[src/rtl/shift_rows_stream.sv]
// Purpose : streaming Rijndael ShiftRows / InvShiftRows / bypass engine, NB = 4, 6 or 8 columns.
// Latency : 1 cycle from accept to out_valid; sustains 1 block/cycle while out_ready is high.
// Backpressure: a 2-entry skid (output reg + skid reg) holds blocks; in_ready = ~skid_valid_q (flop only).
// Ports   : clk/n_rst (async active-low), in_valid/in_ready/in_data/in_mode upstream,
//           out_valid/out_ready/out_data/out_err downstream, clr_count/blk_count delivered-block counter.
module shift_rows_stream #(
  parameter int NB = 4
) (
  input  logic            clk,
  input  logic            n_rst,
  input  logic            in_valid,
  output logic            in_ready,
  input  logic [32*NB-1:0] in_data,
  input  logic [1:0]      in_mode,
  output logic            out_valid,
  input  logic            out_ready,
  output logic [32*NB-1:0] out_data,
  output logic            out_err,
  input  logic            clr_count,
  output logic [15:0]     blk_count
);

  localparam int W = 32 * NB;

  generate
    if (!(NB == 4 || NB == 6 || NB == 8)) begin : g_bad_nb
      $error("shift_rows_stream: NB must be 4, 6 or 8");
    end
  endgenerate

  // Byte (r,c) lives at [W-1-8*(4c+r) -: 8]; all indices are elaboration constants.
  logic [W-1:0] fwd_data;
  logic [W-1:0] inv_data;

  for (genvar c = 0; c < NB; c++) begin : g_col
    for (genvar r = 0; r < 4; r++) begin : g_row
      // The 8-column variant skips offset 2 on the lower two rows.
      localparam int OFF   = (NB == 8 && r >= 2) ? r + 1 : r;
      localparam int DST   = W - 1 - 8 * (4 * c + r);
      localparam int SRC_F = W - 1 - 8 * (4 * ((c + OFF) % NB) + r);
      localparam int SRC_I = W - 1 - 8 * (4 * ((c + NB - OFF) % NB) + r);
      assign fwd_data[DST -: 8] = in_data[SRC_F -: 8];
      assign inv_data[DST -: 8] = in_data[SRC_I -: 8];
    end
  end

  logic [W-1:0] xf_data;
  logic         xf_err;

  always_comb begin
    xf_data = in_data;
    xf_err  = 1'b0;
    case (in_mode)
      2'b01:   xf_data = fwd_data;
      2'b10:   xf_data = inv_data;
      2'b11:   xf_err  = 1'b1;
      default: xf_data = in_data;
    endcase
  end

  logic [W-1:0] out_data_q, out_data_d;
  logic         out_err_q, out_err_d;
  logic         out_valid_q, out_valid_d;
  logic [W-1:0] skid_data_q, skid_data_d;
  logic         skid_err_q, skid_err_d;
  logic         skid_valid_q, skid_valid_d;
  logic [15:0]  blk_count_q, blk_count_d;
  logic         accept;
  logic         pop;

  always_comb begin
    accept       = in_valid & ~skid_valid_q;
    pop          = out_valid_q & out_ready;
    out_data_d   = out_data_q;
    out_err_d    = out_err_q;
    out_valid_d  = out_valid_q;
    skid_data_d  = skid_data_q;
    skid_err_d   = skid_err_q;
    skid_valid_d = skid_valid_q;

    if (skid_valid_q && pop) begin
      // in_ready is low while the skid is full, so no accept can coincide.
      out_data_d   = skid_data_q;
      out_err_d    = skid_err_q;
      skid_valid_d = 1'b0;
    end else if (accept && (!out_valid_q || pop)) begin
      out_data_d  = xf_data;
      out_err_d   = xf_err;
      out_valid_d = 1'b1;
    end else if (accept) begin
      skid_data_d  = xf_data;
      skid_err_d   = xf_err;
      skid_valid_d = 1'b1;
    end else if (pop) begin
      out_valid_d = 1'b0;
    end

    blk_count_d = blk_count_q;
    if (clr_count) begin
      blk_count_d = 16'h0000;
    end else if (pop && blk_count_q != 16'hFFFF) begin
      blk_count_d = blk_count_q + 16'd1;
    end
  end

  always_ff @(posedge clk or negedge n_rst) begin
    if (!n_rst) begin
      out_data_q   <= '0;
      out_err_q    <= 1'b0;
      out_valid_q  <= 1'b0;
      skid_data_q  <= '0;
      skid_err_q   <= 1'b0;
      skid_valid_q <= 1'b0;
      blk_count_q  <= 16'h0000;
    end else begin
      out_data_q   <= out_data_d;
      out_err_q    <= out_err_d;
      out_valid_q  <= out_valid_d;
      skid_data_q  <= skid_data_d;
      skid_err_q   <= skid_err_d;
      skid_valid_q <= skid_valid_d;
      blk_count_q  <= blk_count_d;
    end
  end

  assign in_ready  = ~skid_valid_q;
  assign out_valid = out_valid_q;
  assign out_data  = out_data_q;
  assign out_err   = out_err_q;
  assign blk_count = blk_count_q;

endmodule
[config.mk]
export PLATFORM = sky130hd
export DESIGN_NAME = shift_rows_stream
export DESIGN_NICKNAME = d
export VERILOG_FILES = /design/src/rtl/shift_rows_stream.sv
export SDC_FILE = /design/constraint.sdc
export NUM_CORES = 1
export LEC_CHECK = 0
export ABC_AREA = 1
export BUFFER_PORTS_ARGS = -buffer_cell sky130_fd_sc_hd__buf_2
export CAP_MARGIN = 20
export CORE_ASPECT_RATIO = 2
export CORE_UTILIZATION = 50
export DETAILED_ROUTE_END_ITERATION = 16
export PLACE_DENSITY = 0.77
export SYNTH_ARGS = -nofsm -noshare
export SYNTH_HDL_FRONTEND = slang
export SYNTH_SLANG_ARGS = --single-unit
[constraint.sdc]
create_clock -name clk -period 1.5 [get_ports clk]
set_input_delay 0.3 -clock clk [delete_from_list [all_inputs] [get_ports clk]]
set_output_delay 0.3 -clock clk [all_outputs]
set_load 0.03 [all_outputs]
=== After elaboration in Yosys (flattened, before gate mapping) ===
Cells that the tools add are included.

* Equality and inequality tests: 6
* Add/sub/neg operators: 1
* Mux-type cells: 14
* Reduce and logical (&&, ||, !) cells: 12
* Bitwise gates (word level): 5

{| class="wikitable"
|+ Operator list
! kind !! count
|-
| 128-bit 2-to-1 mux || 2
|-
| 120-bit one-hot mux with 2 select lines || 1
|-
| 16-bit 2-to-1 mux || 2
|-
| 16-bit by 1-bit adder with 16-bit output (second input constant) || 1
|-
| 16-bit != test (second input constant) || 1
|-
| 1-bit 2-to-1 mux || 9
|-
| 2-bit nonzero test || 4
|-
| 3-bit AND reduction || 2
|-
| 2-bit == test (second input constant) || 2
|-
| 1-bit logical AND || 3
|-
| 1-bit inverter || 3
|-
| 1-bit bitwise AND || 2
|-
| 2-bit by 1-bit == test with 1-bit output (second input constant) || 1
|-
| 2-bit by 1-bit != test with 1-bit output (second input constant) || 1
|-
| 2-bit != test (second input constant) || 1
|-
| 2-bit AND reduction || 1
|-
| 1-bit logical NOT || 1
|-
| 1-bit logical OR || 1
|}

* Bits in registers: 276
* Bits of input ports: 135
* Logic and storage cells: 45

=== Depth between registers and ports, before layout ===
* Depth after elaboration: 5
* Mapped depth: 10
* Gate-level depth less buffers: 10

=== Least setup slack after synthesis ===
No wires, ideal clock.

* Path kind: register to register
* From: register blk_count_q[1], in the netlist blk_count[1]
* To: register blk_count_q[10], in the netlist blk_count[10]
* Buffers on the path: 1
* Required time: 1,434 ps
* Clock period less this slack: 1,695 ps
* Data arrival time: 1,629 ps
* Stages on the path, launching flop included: 11
* Setup slack: -195 ps
* Cell sequence: dfrtp_1 > ha_1 > nand2_1 > nor2_4 > nand2_2 > nor2_2 > nor2_2 > nor2_4 > buf_6 > nand2_1 > nand2_1

* Longest elaborated chain between the ends: 3

{| class="wikitable"
|+ RTL lines
! what !! line !! text
|-
| from (decl) || 67 || <nowiki>logic [15:0] blk_count_q, blk_count_d;</nowiki>
|-
| from (signal assigned) || 122 || <nowiki>blk_count_q <= blk_count_d;</nowiki>
|-
| 16-bit by 1-bit adder with 16-bit output / 16-bit != test (equally long branches) || 102, 101 ||
|-
| 16-bit 2-to-1 mux / 1-bit logical AND (equally long branches) || 101 || <nowiki>end else if (pop && blk_count_q != 16'hFFFF) begin</nowiki>
|-
| 16-bit 2-to-1 mux / 2-bit nonzero test (equally long branches) || - ||
|}

Several ways; a longest one is shown, not always the timed one. The select of a mux whose other input is x is not followed.
A chain may end at the register's enable or synchronous reset.

=== Worst setup path after layout ===
* From: register blk_count_q[0], in the netlist blk_count[0]
* To: register blk_count_q[6], in the netlist blk_count[6]

Same word-level chain as after synthesis.

==> impl_metrics.env <==
export IMPL_max_freq_ghz=0.633
export IMPL_vias=12800
export IMPL_clk_latency_ns=0.55
export IMPL_dieArea_sq_um=26700
export IMPL_synth_top_family_by_area="simple AND/OR/NAND/NOR gates"
export IMPL_die_h_um=230
export IMPL_fin_crit_ns=1.58
export IMPL_power_density_nw_per_um2=1980
export IMPL_skew_ns=0.0199
export IMPL_drc=0
export IMPL_overflow=0
export IMPL_outcome="finished, violations left"
export IMPL_p_seq_share_pct=37.6
export IMPL_synth_compound_area_share_pct=15.3
export IMPL_fin_crit_sh_pct=105
export IMPL_arrival_ns=2.05
export IMPL_yosys_area_share_adder_pct=0.384
export IMPL_cts_root_buffer="clkbuf_16"
export IMPL_setup_tns_final_ns=-0.217
export IMPL_stdcell_count=2295
export IMPL_grt_max_degree=65
export IMPL_peakVddDrop_v=0.00122
export IMPL_cts_buffers=25
export IMPL_core_sq_um=25700
export IMPL_start_util_pct=50.8
export IMPL_crit_fanout=7
export IMPL_fillers=2125
export IMPL_hp_class="input pin to flop"
export IMPL_finalMaxSlewViolations=0
export IMPL_slowest_delay_ns=0.43
export IMPL_maxCapViolCount=0
export IMPL_multi_input_area_sq_um=5390
export IMPL_ant_nets=0
export IMPL_cts_path_max_buffers=3
export IMPL_syn2layout_area_growth_pct=29.3
export IMPL_end_kind="flop"
export IMPL_cp_start_kind="flop"
export IMPL_path_delay_family="simple AND/OR/NAND/NOR gates"
export IMPL_via_per_inst=5.59
export IMPL_holdWs_ns=0.0202
export IMPL_drive_above_1_share_pct=24.7
export IMPL_wl_um=42600
export IMPL_yosys_warnings=0
export IMPL_synth_seq_cells=276
export IMPL_die_w_um=116
export IMPL_hold_viol_final=0
export IMPL_port_buffers=281
export IMPL_drt_iter0_drc=966
export IMPL_cts_sinks=276
export IMPL_worst_slack_ns=-0.0789
export IMPL_wl_per_cell_um=18.6
export IMPL_ios=282
export IMPL_yosys_cell_types_count=23
export IMPL_place_inst=2221
export IMPL_setup_violations=10
export IMPL_pwr_share_comb_pct=42.1
export IMPL_violations="setup timing"
export IMPL_slew_headroom_pct=68.1
export IMPL_cpMostUsedCell="nor2_4"
export IMPL_grtUsageTotal_pct=31.8
export IMPL_synth_xor_area_share_pct=0.0672
export IMPL_grt_pass1_vias=12500
export IMPL_gp_congestion=0.920
export IMPL_p_sw_uw=14000
export IMPL_nets=2077
export IMPL_seq_area_sq_um=6920
export IMPL_synth_avg_cell_area_sq_um=8.06
export IMPL_p_int_uw=19300
export IMPL_synth_mux_area_share_pct=0
export IMPL_rsz0062_at_grt="yes"
export IMPL_syn_nets=1756
export IMPL_cts_tree="done"
export IMPL_critical_path_class="flop to flop"
export IMPL_path_buf_inv=1
export IMPL_grt_first_pass_wirelength_um=64900
export IMPL_dpl_hpwl_um=30000
export IMPL_p_sw_share_pct=42.0
export IMPL_synth_area_sq_um=13000
export IMPL_antenna_found_initial=3
export IMPL_htreeDepth=1
export IMPL_tightestPinTransition_ns=0.478
export IMPL_ys_seq_area_share_pct=53.0
export IMPL_synth_simple_gate_area_share_pct=24.8
export IMPL_required_ns=1.97
export IMPL_rows=83
export IMPL_power_leakage_uw=0.00826
export IMPL_path_clk_slew_ns=0.07
export IMPL_path_cells="ha_4 > nand2_4 > nor2_4 > nand2_4 > nor2_4 > nor2_4 > buf_4 > nand3_1 > nand2_1"
export IMPL_p_clk_share_pct=20.4
export IMPL_crit_path_top_delay_cell="dfrtp_2"
export IMPL_dr_pass1_iters=5
export IMPL_syn_inst=1617
==> cell usage after synthesis, drive strengths merged <==
master,count,area (sq um)
nand2,648,2440
dfrtp,276,6910
o21ai,200,1000
o211ai,130,976
nand3,113,566
inv,92,345
buf,55,297
clkbuf,54,203
nor2,33,176
nand4,5,31.3
ha,4,50.1
nor3,3,15.0
a21oi,2,10.0
or2,1,6.26
xor2,1,8.76
==> repair_timing <==
action / 4_1_cts / 5_1_grt
pin swaps: 0 / 7
hold buffers: 4 / 0
hold endpoints to repair: 44 / 0
gates cloned: 0 / 2
resized for setup: 49 / 36
setup buffers: 10 / 14
endpoints found under the setup margin: 25 / 229
==> per-stage QoR <==
stage / area (sq um) / power [uW] / utilization [%] / setup WS, ns
2_1_floorplan: 13100 / 20900 / - / -0.0351
3_3_place_gp: 15500 / 25700 / 60.3 / -0.214
4_1_cts: 16600 / 33100 / 64.7 / -0.0338
6_report: 16800 / 33300 / 65.7 / -0.0789
5_1_grt: 16800 / 35200 / 65.6 / -0.138
3_5_place_dp: 15500 / 26100 / 60.3 / -0.235
==> cells in the final DEF (no fill, tap or decap), drive strengths merged, types with 4 or more instances in the layout <==
master / instances
nand2: 648
o211ai: 130
dlygate4sd3: 4
o21ai: 200
clkbuf: 42
nand3: 113
ha: 4
dfrtp: 276
buf: 390
inv: 93
nand4: 5
nor2: 34
==> metal layers <==
metal | up-vias | GRT usage (%) | part of all wire, %
met3 | 157 | 6.33 | 7.7
met2 | 606 | 54.4 | 50
met4 | 4 | 23.5 | 8.2
li1 | 5949 | - | -
met1 | 6108 | 34.0 | 34
met5 | - | 0 | 0.056
==> path summary, 6_finish.rpt <==
| check | startpoint | end | slack [ns] | cells after the start |
|---|---|---|---|---|
| worst max-delay path | blk_count[0] | blk_count[6] | -0.08 | 9 |
| worst min-delay path | in_data[30] | skid_data_q[30] | 0.02 | 3 |
| worst max register to register | blk_count[0] | blk_count[6] | -0.08 | 9 |
| worst min register to register | skid_data_q[50] | skid_data_q[50] | 0.49 | 2 |
| max in group asynchronous | n_rst | out_data[109] | 0.58 | 3 |
| min in group asynchronous | n_rst | skid_data_q[22] | 0.29 | 2 |
==> flip-flops by register name, indices dropped and copies added, names as in the netlist <==
name / flops
out_data: 128
skid_data_q: 128
blk_count: 16
out_err: 1
out_valid: 1
skid_err_q: 1
skid_valid_q: 1
==> worst reg2reg max path: cells and delay by family (launching register included) <==
family                   cells  cell delay (ns)
AND/OR/NAND/NOR              7             0.71
adder cells (fa/ha/maj)      1             0.18
buffers and inverters        1             0.19
flip-flops                   1             0.43
==> kinds of logic after synthesis <==
family / count (synthesis)
XOR/XNOR: 1
AO/OA/AOI/OAI: 332
buffers and inverters: 201
flip-flops: 276
AND/OR/NAND/NOR: 803
adder cells (fa/ha/maj): 4
==> power by group through the flow <==
stage / combinational [uW] / clock [uW] / sequential [uW]
after floorplan: 5460 / 0 / 15400
after global placement: 13200 / 0 / 12400
after detailed placement: 13600 / 0 / 12500
after CTS: 13800 / 6860 / 12500
after global routing: 15200 / 7110 / 12900
final: 14000 / 6780 / 12500
==> cell type report <==
| class | instances | share of cell area [%] |
|---|---|---|
| repair buffers | 402 | 17.2 |
| clock buffers | 34 | 4.33 |
| well taps | 340 | 2.53 |
| inverters | 92 | 2.12 |
| multi-input cells | 1141 | 32.0 |
| flip-flops and latches | 276 | 41.1 |
| diodes | 2 | 0.0297 |
| clock inverters | 8 | 0.721 |
Power figures use the tool's default switching activity.
